## src/rtl/pmu_spi_cmd_seq.sv

```systemverilog
// rtl/pmu_spi_cmd_seq.sv - PMU SPI command sequencer: FIFO-buffered host commands issued to the SPI driver
//
// Buffers {cmd_rd, cmd_data} host commands and issues them one at a time to
// spi_drive_top over its wr_req/rd_req/ready handshake. Each transaction is
// guarded by a completion timeout. Read commands produce a one-cycle response.
//
// Ports:
//   clk, rst                    clock, synchronous active-high reset
//   cmd_valid/cmd_ready         host command handshake (cmd_ready = !full)
//   cmd_rd, cmd_data            command type (1 = read) and SPI word
//   spi_wr_req, spi_rd_req      one-cycle requests to the driver
//   spi_data                    word presented to the driver
//   spi_ready                   driver idle
//   spi_wr_done                 driver write completion pulse
//   spi_rd_data_vld             driver readback valid pulse
//   spi_rd_data, spi_rd_data_b  readback words, devices A and B
//   rsp_valid                   one-cycle read response strobe
//   rsp_data, rsp_data_b        response words (held until next response)
//   rsp_timeout                 response is a timed-out read
//   err_timeout, err_clr        sticky timeout flag and its clear
//   fifo_level                  FIFO occupancy
//   busy                        FSM active or FIFO non-empty
module pmu_spi_cmd_seq #(
  parameter int DATA_WITH      = 29,
  parameter int READ_DATA_WITH = 29,
  parameter int FIFO_DEPTH     = 8,
  parameter int TIMEOUT        = 4096
) (
  input  logic                          clk,
  input  logic                          rst,
  input  logic                          cmd_valid,
  output logic                          cmd_ready,
  input  logic                          cmd_rd,
  input  logic [DATA_WITH-1:0]          cmd_data,
  output logic                          spi_wr_req,
  output logic                          spi_rd_req,
  output logic [DATA_WITH-1:0]          spi_data,
  input  logic                          spi_ready,
  input  logic                          spi_wr_done,
  input  logic                          spi_rd_data_vld,
  input  logic [READ_DATA_WITH-1:0]     spi_rd_data,
  input  logic [READ_DATA_WITH-1:0]     spi_rd_data_b,
  output logic                          rsp_valid,
  output logic [READ_DATA_WITH-1:0]     rsp_data,
  output logic [READ_DATA_WITH-1:0]     rsp_data_b,
  output logic                          rsp_timeout,
  output logic                          err_timeout,
  input  logic                          err_clr,
  output logic [$clog2(FIFO_DEPTH):0]   fifo_level,
  output logic                          busy
);

  localparam int AW = $clog2(FIFO_DEPTH);
  localparam int LW = AW + 1;
  localparam int CW = $clog2(TIMEOUT);

  localparam logic [1:0] S_IDLE  = 2'd0;
  localparam logic [1:0] S_ISSUE = 2'd1;
  localparam logic [1:0] S_REQ   = 2'd2;
  localparam logic [1:0] S_WAIT  = 2'd3;

  logic [DATA_WITH:0] mem [FIFO_DEPTH];
  logic [AW-1:0]      wr_ptr;
  logic [AW-1:0]      rd_ptr;
  logic               full;
  logic               push;
  logic               pop;
  logic [1:0]         state;
  logic               cur_rd;
  logic [CW-1:0]      cnt;
  logic               term;

  assign full      = (fifo_level == LW'(FIFO_DEPTH));
  assign cmd_ready = !full;
  // A full FIFO refuses the push even if IDLE pops in the same cycle.
  assign push      = cmd_valid && !full;
  assign pop       = (state == S_IDLE) && (fifo_level != '0);
  assign busy      = (state != S_IDLE) || (fifo_level != '0);
  assign term      = (cnt == CW'(TIMEOUT - 1));

  always_ff @(posedge clk) begin
    if (push) begin
      mem[wr_ptr] <= {cmd_rd, cmd_data};
    end
  end

  always_ff @(posedge clk) begin
    if (rst) begin
      wr_ptr     <= '0;
      rd_ptr     <= '0;
      fifo_level <= '0;
    end else begin
      if (push) wr_ptr <= wr_ptr + AW'(1);
      if (pop)  rd_ptr <= rd_ptr + AW'(1);
      case ({push, pop})
        2'b10:   fifo_level <= fifo_level + LW'(1);
        2'b01:   fifo_level <= fifo_level - LW'(1);
        default: ;
      endcase
    end
  end

  always_ff @(posedge clk) begin
    if (rst) begin
      state       <= S_IDLE;
      cur_rd      <= 1'b0;
      cnt         <= '0;
      spi_data    <= '0;
      spi_wr_req  <= 1'b0;
      spi_rd_req  <= 1'b0;
      rsp_valid   <= 1'b0;
      rsp_data    <= '0;
      rsp_data_b  <= '0;
      rsp_timeout <= 1'b0;
      err_timeout <= 1'b0;
    end else begin
      rsp_valid  <= 1'b0;
      spi_wr_req <= 1'b0;
      spi_rd_req <= 1'b0;
      // Clear first so a timeout set later in this block takes priority.
      if (err_clr) err_timeout <= 1'b0;
      case (state)
        S_IDLE: begin
          if (pop) begin
            spi_data <= mem[rd_ptr][DATA_WITH-1:0];
            cur_rd   <= mem[rd_ptr][DATA_WITH];
            state    <= S_ISSUE;
          end
        end
        S_ISSUE: begin
          // Requests are raised here so they are high exactly during REQ.
          if (spi_ready) begin
            spi_rd_req <= cur_rd;
            spi_wr_req <= !cur_rd;
            state      <= S_REQ;
          end
        end
        S_REQ: begin
          cnt   <= '0;
          state <= S_WAIT;
        end
        default: begin
          // Completion is checked before the terminal count so it wins a tie.
          if (cur_rd && spi_rd_data_vld) begin
            rsp_valid   <= 1'b1;
            rsp_data    <= spi_rd_data;
            rsp_data_b  <= spi_rd_data_b;
            rsp_timeout <= 1'b0;
            state       <= S_IDLE;
          end else if (!cur_rd && spi_wr_done) begin
            state <= S_IDLE;
          end else if (term) begin
            err_timeout <= 1'b1;
            if (cur_rd) begin
              rsp_valid   <= 1'b1;
              rsp_data    <= '0;
              rsp_data_b  <= '0;
              rsp_timeout <= 1'b1;
            end
            state <= S_IDLE;
          end else begin
            cnt <= cnt + CW'(1);
          end
        end
      endcase
    end
  end

endmodule

```

## config.mk

```make
export PLATFORM = sky130hd
export DESIGN_NAME = pmu_spi_cmd_seq
export DESIGN_NICKNAME = d
export VERILOG_FILES = /design/src/rtl/pmu_spi_cmd_seq.sv
export SDC_FILE = /design/constraint.sdc
export NUM_CORES = 1
export LEC_CHECK = 0
export BUFFER_PORTS_ARGS = -buffer_cell sky130_fd_sc_hd__buf_2
export CAP_MARGIN = 30
export CORE_ASPECT_RATIO = 1.1
export CORE_MARGIN = 2
export CORE_UTILIZATION = 40
export CTS_BUF_LIST = sky130_fd_sc_hd__clkbuf_4 sky130_fd_sc_hd__clkbuf_8
export CTS_CLUSTER_DIAMETER = 200
export DETAILED_ROUTE_END_ITERATION = 8
export GPL_TIMING_DRIVEN = 1
export PLACE_DENSITY = 0.7
export SLEW_MARGIN = 20
export SYNTH_ARGS = -nofsm -noshare
export SYNTH_HDL_FRONTEND = slang
export SYNTH_SLANG_ARGS = --single-unit
```

## constraint.sdc

```tcl
create_clock -name clk -period 4.4 [get_ports clk]
set_input_delay 1.32 -clock clk [delete_from_list [all_inputs] [get_ports clk]]
set_output_delay 1.32 -clock clk [all_outputs]
set_load 0.05 [all_outputs]
```

==> results of run 1 <==
-- state kept, by name, summed over array words and instances, names as in the netlist --
name and cells:
mem 240, rsp_data 29, rsp_data_b 29, spi_data 29, cnt 12, fifo_level 4, rd_ptr 3, wr_ptr 3
state 2, cur_rd 1, err_timeout 1, rsp_timeout 1, rsp_valid 1, spi_rd_req 1, spi_wr_req 1
-- worst min-delay path: stages, from the launching register on --
cell	delay, ns
dfxtp_1	0.30
o21ai_0	0.06
a21oi_1	0.06
-- path summary, 6_finish.rpt --
check / start / to / slack (ns) / cells past startpoint
max: fifo_level[0] / cmd_ready / 1.13 / 2
min: rsp_data[5] / rsp_data[5] / 0.47 / 2
max reg2reg: state[1] / fifo_level[2] / 1.72 / 10
min reg2reg: rsp_data[5] / rsp_data[5] / 0.47 / 2
-- Yosys cell counts (3+ instances only) --
cell and number:
o31ai_1 4, nor2_1 49, nor4_1 3, o21ai_0 45
nand3_1 5, inv_1 5, clkbuf_1 38, buf_2 16
a211oi_1 32, edfxtp_1 240, or4_1 4, or3_1 6
xor2_1 6, mux2i_1 33, a21oi_1 75, nor3_1 6
nand2b_1 6, ha_1 10, nand2_1 72, o21ai_1 18
dfxtp_1 117, mux4_2 60, buf_1 6
-- area by class of cell --
class / count / share of cell area [%]
Clock buffer: 82 / 6.11
Clock inverter: 24 / 0.888
Inverter: 5 / 0.116
Multi-Input combinational cell: 470 / 23.6
Sequential cell: 357 / 59.0
Tap cell: 432 / 3.34
Timing Repair Buffer: 211 / 6.95
-- metrics by stage --
step / setup slack [ns] / power (mW) / hold WS, ns / std cells
detailed placement: 1.46 / 6.65 / 0.464 / 1475
global placement: 1.47 / 6.61 / 0.456 / 1474
CTS: 1.08 / 9.45 / 0.472 / 1581
floorplan: 0.0805 / 6.04 / 0.461 / 892
finish: 1.13 / 9.30 / 0.471 / 1581
global route: 1.06 / 9.80 / 0.493 / 1581
-- layer usage --
metal / global-route usage (%) / share of wire [%]
met1: 20.0 / 42
met2: 28.0 / 49
met3: 4.35 / 6.9
met4: 5.09 / 2.0
met5: 0 / 0.093
-- cells by family after synthesis --
group	share of synthesized area (%)
compound gates	8.12
xor+xnor	0.451
buf+inv	1.94
fa+ha+maj	0.920
flops	70.2
mux	12.6
simple gates	5.75
-- power by group through the flow --
| stage | sequential (mW) | combinational (mW) | clock [mW] |
|---|---|---|---|
| global route | 4.15 | 2.64 | 3.02 |
| global placement | 4.16 | 2.44 | 0 |
| CTS | 4.11 | 2.48 | 2.87 |
| finish | 4.09 | 2.43 | 2.77 |
| detailed placement | 4.17 | 2.47 | 0 |
| floorplan | 4.51 | 1.53 | 0 |
==> results.cfg, run 1 <==
[sta]
slew_viol_final = 0
rsz0062_at_grt = no
setup-tns-final_ns = 0
tightest_slew_ns = 0.718
fin_crit_sh_pct = 74.4
hold_viol = 0
max_freq_ghz = 0.305
fin_skew_ns = 0.0211
finalSetupViolCount = 0
fin_crit_ns = 3.27
relSlewSlack_pct = 52.1

[pwr]
switching_share_pct = 32.4
seq_power_share_pct = 44.0
p_sw_mw = 3.01
p_int_mw = 6.29
clkPwrFrac_pct = 29.8
p_comb_share_pct = 26.2
power.static_leakage_nw = 5.64
power_density_nw_per_um2 = 574
vdd_drop_max_mv = 0.508

[die]
ios = 193
core_um2 = 33400
std_cell_rows = 70
start_util_pct = 40.8
die_w_um = 180
die-area_um2 = 35500
fp.dieH_um = 197

[setup_path]
required_ns = 3.08
worstPathCellList = or4b_1 -> buf_2
worstPathMaxFanout = 9
slowest_stage = or4b_1
cpLargestDelayFamily = simple AND/OR/NAND/NOR gates
critPathArrivalTime_ns = 1.95
path_class = reg -> out
critPathLaunchType = flop
path_buf_inv = 1
end_kind = output port
slowest_delay_ns = 0.67

[clock_tree]
clockRootBuffer = clkbuf_8
cts_buffers = 56
cts_setup_buffers = 0
cts_resized = 0
hold_buffers = 0
cts_buffer_depth = 3
path_clk_slew_ns = 0.06
clk_latency_ns = 0.61
htree_levels = 2
clkSinkCount = 357
cts_tree = yes

[routing]
wl_per_cell_um = 18.4
vias_per_cell = 5.25
vias = 8300
drc = 0
firstDrtPassIters = 4
final_antenna_net_count = 0
wl_um = 29000
drtIter0Drc = 484

[logic_synthesis]
syn_area_per_cell_um2 = 15.2
yosysSeqAreaShare_pct = 70.2
synth.cell_area_um2 = 13600
yosys.area.top_type_share_pct = 53.0
yosys_most_used_dff = edfxtp_1
syn_inst = 892
synth_fp_nets = 997
ys_warn_count = 0
ys_types = 52
synth-seq-cells = 357
synth-async-reset-ratio_pct = 0
yosysTopAreaCell = edfxtp_1
synthTopCellsByArea = edfxtp_1 (53%), dfxtp_1 (17%), mux4_2 (9.9%), a21oi_1 (2.8%), mux2i_1 (2.4%)
synth_edf_count = 240

[global_route]
grt_pass1_vias = 8203
grt_pass1_wl_um = 45300
grt_util_all_layers_pct = 16.2
grt_max_degree = 60
grt_overflow = 0
antenna_found_initial = 2

[placement]
placed_area_um2 = 15100
gp_congestion = 0.734
dpl.hpwl_um = 17300
portBuffers = 192

[outcome]
status = finished, final reports clean

[layout]
antennaDiodeCount = 0
regArea_um2 = 9560
area_growth_pct = 19.1
post-route-util_pct = 48.6
final_common_cell = edfxtp_1
multi_input_area_um2 = 3830
fillers = 2854
nNetsFinal = 1206
drive_above_1_share_pct = 33.7
final_cell_mix = edfxtp_1 (240), buf_2 (191), dfxtp_1 (114), a21oi_1 (75), nand2_1 (72)
stdcell_area_um2 = 16200

[job]
drv_cap = 0

[worst_hold_path]
hp-class = reg -> reg
Power figures use the tool's default switching activity.
==> run 2: changes to the inputs <==
Clock period 4.4 ns to 2.7 ns, I/O delays scaled along.
==> results.cfg, run 2 (synthesis gave the netlist of run 1 again) <==
[outcome]
status = finished, final reports clean

[clock_tree]
clkSinkCount = 357
cts_buffers = 55
clockRootBuffer = clkbuf_8
cts_buffer_depth = 3
path_clk_slew_ns = 0.07
htree_levels = 2
cts_tree = yes
clk_latency_ns = 0.62
cts_setup_buffers = 0

[pwr]
switching_share_pct = 32.4
clkPwrFrac_pct = 30.0
power.static_leakage_nw = 5.75
seq_power_share_pct = 42.7
power_density_nw_per_um2 = 938
p_int_mw = 10.5
vdd_drop_max_mv = 0.629
p_comb_share_pct = 27.3
p_sw_mw = 5.01

[setup_path]
rrSetupSlack_ns = 0.23
path_class = reg -> out
end_kind = output port
critPathArrivalTime_ns = 1.78
reg2reg_to = fifo_level[2]
r2r_start = fifo_level[2]
required_ns = 1.89
worstPathMaxFanout = 9
critPathLaunchType = flop
worst_r2r_path_depth = 9

[die]
fp.dieH_um = 197
ios = 193
die_w_um = 180
die-area_um2 = 35500
core_um2 = 33400
start_util_pct = 40.8
std_cell_rows = 70

[routing]
firstDrtPassIters = 4
wl_per_cell_um = 19.0
final_antenna_net_count = 0
vias_per_cell = 5.24
drtIter0Drc = 518
drc = 0
wl_um = 30200
vias = 8341

[sta]
fin_skew_ns = 0.0319
tightest_slew_ns = 0.702
max_freq_ghz = 0.386
setup-tns-final_ns = 0
relSlewSlack_pct = 53.2
hold_viol = 0
finalSetupViolCount = 0
slew_viol_final = 0
fin_crit_ns = 2.59
fin_crit_sh_pct = 96.0
rsz0062_at_grt = no
fin_ws_ns = 0.108

[layout]
final_common_cell = edfxtp_1
nNetsFinal = 1215
regMostFlops = mem
drive_above_1_share_pct = 35.4
final_cell_mix = edfxtp_1 (240), buf_2 (189), dfxtp_1 (110), a21oi_1 (75), nand2_1 (72)
instances_no_fill = 1593
area_growth_pct = 21.3
stdcell_area_um2 = 16500
fillers = 2818
largest_reg_flops = 240

[global_route]
grt_pass1_vias = 8484
grt_overflow = 0
grt_pass1_wl_um = 46500
antenna_found_initial = 6
grt_util_all_layers_pct = 16.7
grt_max_degree = 63

[placement]
placed_area_um2 = 15300
dpl.hpwl_um = 19300
portBuffers = 192
gp_congestion = 0.810
preCtsSetupSlack_ns = 0.205
dp.cells = 1485

[worst_hold_path]
hp-start = spi_rd_data_b[11]
hp-class = in -> reg
min_to = rsp_data_b[11]
min_path_cells = 3

[job]
drv_cap = 0
-- run 2: changes by cell type in the layout (fill, tap and decap cells not counted), moves of 6 or more --
cell / change
clkinv_1: -7
nor2_4: +6
nor2_2: -6
buf_12: +10
-- run 2: area by class of cell --
type / instances / area, µm² / area share (%)
multi-input cells: 470 / 3880 / 23.5
flip-flops and latches: 357 / 9560 / 58.0
inverters: 5 / 18.8 / 0.114
diodes: 4 / 10.0 / 0.0607
well taps: 432 / 541 / 3.28
clock inverters: 21 / 145 / 0.880
clock buffers: 83 / 1020 / 6.21
repair buffers: 221 / 1310 / 7.95
-- run 2: how the worst max path moves through the flow --
stage	from	endpoint	slack [ns]
final	fifo_level[2]	cmd_ready	0.11
after global routing	fifo_level[2]	busy	0.006
after CTS	state[1]	busy	0.005
after detailed placement	fifo_level[0]	fifo_level[2]	0.20
after global placement	fifo_level[2]	fifo_level[2]	0.25
after floorplan	fifo_level[1]	mem[0][0]	0.07
-- run 2: worst max-delay path, cell delays in order, from the launching register on --
cell and delay [ns]:
dfxtp_2 0.36, or4b_4 0.58, buf_4 0.22
-- run 2: what timing repair did --
item,4_1_cts,5_1_grt
endpoints found under the hold margin,0,0
setup endpoints to repair,2,1
hold buffers,0,0
gates resized for setup,4,1
-- run 2: per-stage QoR --
stage	hold WS, ns	total power [mW]	util [%]
after floorplan	0.461	9.86	-
after global placement	0.457	10.9	45.8
after detailed placement	0.463	11.0	45.8
after CTS	0.392	15.7	49.4
after global routing	0.405	16.3	49.4
final	0.438	15.5	49.4
-- run 2: power by group through the flow --
stage | registers [mW] | logic [mW] | clock network (mW)
floorplan | 7.35 | 2.51 | 0
global placement | 6.71 | 4.21 | 0
detailed placement | 6.72 | 4.26 | 0
CTS | 6.62 | 4.30 | 4.78
global route | 6.67 | 4.60 | 5.00
finish | 6.61 | 4.22 | 4.64
-- run 2: layer usage --
layer  track usage [%]  up-vias  wire length (µm)
li1                  -     3883                 -
met1              20.0     4113             12300
met2              29.1      295             15000
met3              4.81       48              2200
met4              5.81        2               695
met5                 0        -                11
